[src/rtl/fifo_read_adapter.sv]
// fifo_read_adapter: read-side consumer turning an async FIFO pull port into a valid/ready stream
//
// Ports (all in the rclock domain):
//   rclock         read-domain clock, rising edge
//   rreset         asynchronous active-low reset
//   fifo_empty     FIFO empty flag
//   fifo_data_out  FIFO read data, valid one cycle after fifo_r_en
//   fifo_r_en      FIFO read enable
//   flush          synchronous clear of the local buffer and any in-flight read
//   m_valid/m_ready/m_data  output stream
//   occupancy      words held in the local buffer
// Optional: define FIFO_RD_STATS_EN to add rd_count (pops) and stall_count
// (cycles with m_valid & !m_ready), both cleared only by rreset.
module fifo_read_adapter #(
    parameter int DATA_WIDTH = 8,
    parameter int BUF_DEPTH  = 2
) (
    input  logic                        rclock,
    input  logic                        rreset,
    input  logic                        fifo_empty,
    input  logic [DATA_WIDTH-1:0]       fifo_data_out,
    output logic                        fifo_r_en,
    input  logic                        flush,
    output logic                        m_valid,
    input  logic                        m_ready,
    output logic [DATA_WIDTH-1:0]       m_data,
    output logic [$clog2(BUF_DEPTH):0]  occupancy
`ifdef FIFO_RD_STATS_EN
    ,
    output logic [31:0]                 rd_count,
    output logic [31:0]                 stall_count
`endif
);
    localparam int AW = $clog2(BUF_DEPTH);
    localparam logic [AW:0] FULL = (AW+1)'(BUF_DEPTH);
    logic [DATA_WIDTH-1:0] mem [BUF_DEPTH];
    logic [AW-1:0]         wr_ptr, rd_ptr;
    logic [AW:0]           count;
    logic                  rd_pend, pop, push;
    logic [AW+1:0]         credit;
    // credit counts buffered words plus the read already in flight, minus the
    // word leaving this cycle; m_ready feeds fifo_r_en combinationally so a
    // two-entry buffer can still sustain one word per cycle.
    always_comb begin
        m_valid   = count != '0;
        pop       = m_valid & m_ready;
        push      = rd_pend & !flush;
        credit    = {1'b0, count} + (AW+2)'(rd_pend) - (AW+2)'(pop);
        fifo_r_en = !flush & !fifo_empty & (credit < {1'b0, FULL});
    end
    assign m_data    = mem[rd_ptr];
    assign occupancy = count;
    always_ff @(posedge rclock or negedge rreset) begin
        if (!rreset) begin
            wr_ptr  <= '0;
            rd_ptr  <= '0;
            count   <= '0;
            rd_pend <= 1'b0;
            for (int i = 0; i < BUF_DEPTH; i++) mem[i] <= '0;
        end else begin
            rd_pend <= fifo_r_en;
            if (flush) begin
                wr_ptr <= '0;
                rd_ptr <= '0;
                count  <= '0;
            end else begin
                if (push) begin
                    mem[wr_ptr] <= fifo_data_out;
                    wr_ptr      <= wr_ptr + 1'b1;
                end
                if (pop) rd_ptr <= rd_ptr + 1'b1;
                count <= count + (AW+1)'(push) - (AW+1)'(pop);
            end
        end
    end
    // The read credit must make a push into a full buffer impossible.
    assert property (@(posedge rclock) disable iff (!rreset) !(push && !pop && count == FULL));
`ifdef FIFO_RD_STATS_EN
    always_ff @(posedge rclock or negedge rreset) begin
        if (!rreset) begin
            rd_count    <= '0;
            stall_count <= '0;
        end else begin
            if (pop) rd_count <= rd_count + 32'd1;
            if (m_valid & !m_ready) stall_count <= stall_count + 32'd1;
        end
    end
`endif
endmodule

[config.mk]
export PLATFORM = sky130hd
export DESIGN_NAME = fifo_read_adapter
export DESIGN_NICKNAME = d
export VERILOG_FILES = /design/src/rtl/fifo_read_adapter.sv
export SDC_FILE = /design/constraint.sdc
export NUM_CORES = 1
export LEC_CHECK = 0
export BUFFER_PORTS_ARGS = -buffer_cell sky130_fd_sc_hd__buf_2
export CORE_AREA = 10 10 70 72
export DETAILED_ROUTE_END_ITERATION = 10
export DIE_AREA = 0 0 80 82
export PLACE_DENSITY = 0.57
export SLEW_MARGIN = 20
export SYNTH_ARGS = -nofsm -noshare
export SYNTH_HDL_FRONTEND = slang
export SYNTH_SLANG_ARGS = --single-unit
[constraint.sdc]
create_clock -name rclock -period 1.99 [get_ports rclock]
set_input_delay 0.2985 -clock rclock [delete_from_list [all_inputs] [get_ports rclock]]
set_output_delay 0.2985 -clock rclock [all_outputs]
set_load 0.01 [all_outputs]
Word level (Yosys, flattened, before mapping)
Cells that the tools add are included.
{"block": "word_totals", "latch_bits": 0, "memories": 0, "wordCells": 41, "rom_bits": 0, "out_inout_bits": 12, "inputBits": 13, "ff_bits": 21, "ramBits": 0}
{"block": "op_classes", "reduce_logical": 7, "bitwise_logic": 7, "addsub": 6, "shift": 0, "n_eq_ne": 0, "order_cmp": 4, "n_mux": 11, "div": 0, "multipliers": 0}
{"op": "8-bit 2-to-1 mux", "n": 4}
{"op": "16-bit bitwise mux", "n": 1}
{"op": "8-bit demux with 1-bit select", "n": 1}
{"op": "2-bit nonzero test", "n": 3}
{"op": "1-bit AND", "n": 4}
{"op": "2-bit >= comparator, second input constant", "n": 2}
{"op": "1-bit 2-to-1 mux", "n": 4}
{"op": "1-bit NOT with 2-bit output", "n": 2}
{"op": "2-bit by 1-bit adder with 3-bit output", "n": 1}
{"op": "3-bit by 2-bit less-than comparator with 1-bit output, second input constant", "n": 1}
{"op": "3-bit by 1-bit subtractor with 3-bit output", "n": 1}
{"op": "1-bit adder, second input constant", "n": 2}
{"op": "2-bit by 1-bit adder with 2-bit output", "n": 1}
{"op": "1-bit zero test", "n": 2}
{"op": "2-bit by 1-bit less-than comparator with 1-bit output, second input constant", "n": 1}
{"op": "2-bit 2-to-1 mux", "n": 1}
{"op": "2-bit AND reduction", "n": 1}
{"op": "2-bit by 1-bit subtractor with 2-bit output", "n": 1}
{"op": "1-bit logical AND", "n": 1}
{"op": "1-bit NOT", "n": 1}

Longest topological paths before layout
{"block": "logic_depth", "ltp_word": 6, "ltp_mapped": 7}

Least setup slack after synthesis
Ideal clock, no wire load.
{"block": "synth_path", "path_kind": "register to output", "start": "register count[1] (netlist: occupancy[1])", "end": "output fifo_r_en", "t_arrival_ps": 2124, "setup_slack_ps": -432, "path_stages_with_launch": 7, "cell_sequence": "dfrtp_1 o21a_1 ha_1 nand2b_1 fa_1 xor2_1 nor4b_1"}
{"block": "synth_via", "elab_chain_cells": 5, "word_cells_on_any_way": 6, "classes_between": "add/sub: 2; order compare: 1; bitwise: 2; reduce/logical: 1"}
{"item": "start, declared", "line_no": "38", "rtl": "logic [AW:0] count;"}
{"item": "start signal, assigned", "line_no": "72", "rtl": "count <= count + (AW+1)'(push) - (AW+1)'(pop);"}
{"item": "branches (longest 2 deep; another with 2-bit by 1-bit adder with 3-bit output)"}
{"item": "3-bit by 1-bit subtractor with 3-bit output *", "line_no": "48", "rtl": "credit = {1'b0, count} + (AW+2)'(rd_pend) - (AW+2)'(pop);"}
{"item": "3-bit by 2-bit less-than comparator with 1-bit output *", "line_no": "49", "rtl": "fifo_r_en = !flush & !fifo_empty & (credit < {1'b0, FULL});"}
{"item": "1-bit AND *", "line_no": "49"}
{"item": "end, declared", "line_no": "22", "rtl": "output logic fifo_r_en,"}
Mark *: on every way between the ends.

Worst setup path after layout
Ends and elaborated chain as after synthesis.

==> run summary <==
Power Density - 1336 mW/mm²
part of the cycle the worst path needs - 127.3%
final hold vios - 0
Worst R2R Path Depth - 7
Worst Skew - 0.004627 ns
max_cap viols - 0
CP max-delay cell - dfrtp_2
Detailed Route Iter0 Violations - 16
Lkg Pwr - 0.6268 nW
DR vias - 642
sequential area share after synthesis - 51.79%
most common cell after layout, fill and taps aside - mux2_2
core region area - 0.003578 mm²
Root Buffer - clkbuf_4
Fill cells - 374
post-route setup slack - -0.5424 ns
initial antenna violation count - 0
met2 GRT Util - 11.40%
most frequent cells in the layout - 25 x mux2_2, 24 x buf_2, 19 x dfrtp_1
Global Route Usage Sum - 6.707%
net count after synthesis - 86
Mapped Cells - 69
gp weighted congestion - 0.7105
Syn Area/Cell - 14.71 µm²
row cnt - 22
Horiz. Die Dim - 80 µm
Fmax - 394.9 MHz
failing checks - negative setup slack
Hold EP - mem[5]$_DFFE_PN0P_
die area - 0.006560 mm²
Setup violations, final - 1
Syn Std Cell Area - 0.001015 mm²
DRT Pass-1 Iters - 2
vias in the first global route - 764
Slew Limit Headroom - 68.70%
htree depth - 1
status - finished, violations left
clk slew on worst S/H paths - 0.12 ns
class of the worst hold path - input port to flip-flop
largest net degree at the start of global routing - 22
ANT cells - 0
grt ovf - 0
VDD IR max - 0.0004910 V
Starting Density - 28.36%
Worst R2R End - rd_pend$_DFF_PN0_
M3 GR Usage - 3.603%
critical-path cell list - o21a_1 -> ha_1 -> nand2b_4 -> fa_2 -> xor2_1 -> nor4b_2 -> buf_2
fin crit period - 2.532 ns
Routed WL per cell - 12.99 µm
first-pass GRT wire length - 3415 µm
Port Buffer Count - 24
Req. time, crit path - 1.69 ns
hold depth - 2
Ports - 25
layout cells sized above 1 - 65.35%
Area growth, synth to finish - 25.77%
Worst setup EP type - primary output
clk sink count - 21
Clock Path Buffers - 2
CTS Buf Count - 3
Net count, final - 119
met1 Use GR - 6.824%
delay of the slowest critical-path stage - 0.42 ns
CP delay by family, top - adder cells
count of cell types in the netlist - 19
hold wc startpoint - fifo_data_out[5]
Crit path depth - 7
post-DR vias/cell - 4.309
CP arrival - 2.23 ns
Slew Limit Fails - 0
Yosys reg bits - 21
worst skew pair latency - 0.30 ns
worst setup path class - flip-flop to primary output
Final Util - 35.66%
r2r setup slk - 0.04 ns
Multi-input gate area - 485.5 µm²
critical-path maximum fanout - 2
synth warn - 0
routed wire length - 1935 µm
GR peak layer - met2
Worst R2R Start - occupancy[1]$_DFF_PN0_
Reg area - 528.0 µm²
drt drc - 0
DIE HEIGHT - 82 µm
Post-DRT Antenna Nets - 0
buffer and inverter count on the worst path - 1
placed cell count - 144
Finished Layout Cells - 149
RSZ-0062 raised after global routing - true
Worst Tran Pin Value - 0.4690 ns
Setup crit start kind - flip-flop
TritonCTS clock tree - yes
## metrics by stage
stage	hold slack (ns)	worst slack [ns]	setup TNS (ns)	power (mW)	area (µm²)
2_1_floorplan	0.002909	-0.2284	-0.3021	1.253	1033
3_3_place_gp	0.2718	-0.2090	-0.2090	1.496	1239
3_5_place_dp	0.2840	-0.2702	-0.2727	1.537	1239
4_1_cts	0.2149	-0.5725	-0.7771	1.789	1310
5_1_grt	0.1937	-0.7125	-0.8187	1.868	1276
6_report	0.2314	-0.5424	-0.5424	1.705	1276
## layout make-up
type                            count  share of cell area [%]
Inverter                            2                  0.5882
Tap cell                           48                   4.706
Sequential cell                    21                   41.37
Multi-Input combinational cell     44                   38.04
Timing Repair Buffer               30                   13.14
Clock buffer                        3                   1.765
Clock inverter                      1                  0.3922
## flip-flops by register name, summed over array words and instances, names as in the netlist
| register | flops |
|---|---|
| mem | 16 |
| occupancy | 2 |
| rd_pend | 1 |
| rd_ptr | 1 |
| wr_ptr | 1 |
## kinds of logic (layout without fill, tap and decap cells)
kind of cell    count (synthesis)  in the layout  share of synthesized area [%]
compound gates                  1              1                         0.7401
xor+xnor                        3              3                          3.946
fa+ha+maj                       4              4                          5.672
buf+inv                         4             36                          1.973
flops                          21             21                          51.79
mux                            25             25                          27.74
simple gates                   11             11                          8.139
## what timing repair did
| action | in CTS | in global routing |
|---|---|---|
| gates resized for setup | 3 | 0 |
| pin swaps | 2 | 0 |
| hold endpoints to repair | 21 | 0 |
| cloned | 0 | 0 |
| endpoints found under the setup margin | 2 | 2 |
| setup buffers | 4 | 0 |
| hold buffers | 1 | 0 |
## power breakdown
part | switching (mW) | total (mW) | internal (mW)
clock network | 0.128 | 0.203 | 0.0750
logic | 0.296 | 0.759 | 0.462
registers | 0.121 | 0.743 | 0.623
## cell usage after synthesis (all sizes together)
cell    instances  area (µm²)
nor2b           2       12.51
dfrtp          21       525.5
nand2b          1       6.260
ha              3       37.54
inv             2       7.510
buf             2       12.51
xnor2           1       8.760
nor3b           1       18.77
o21a            1       7.510
or2b            1       7.510
nor2            3       11.26
mux2           25       281.5
xor2            1       8.760
nor4b           1       8.760
fa              1       20.02
or2             1       6.260
nand3b          1       11.26
xnor3           1       22.52
## worst max-delay path by stage
stage / start / to
global placement: occupancy[0]$_DFF_PN0_ / fifo_r_en
CTS: occupancy[1]$_DFF_PN0_ / fifo_r_en
detailed placement: occupancy[0]$_DFF_PN0_ / fifo_r_en
floorplan: occupancy[0]$_DFF_PN0_ / fifo_r_en
finish: occupancy[1]$_DFF_PN0_ / fifo_r_en
global route: occupancy[1]$_DFF_PN0_ / fifo_r_en
## layer usage
layer	wire length, µm	up-vias
met5	0	-
met4	21	0
met3	150	4
met2	1005	16
met1	757	318
li1	-	304
Note: power is estimated with default switching activity, not from simulation.
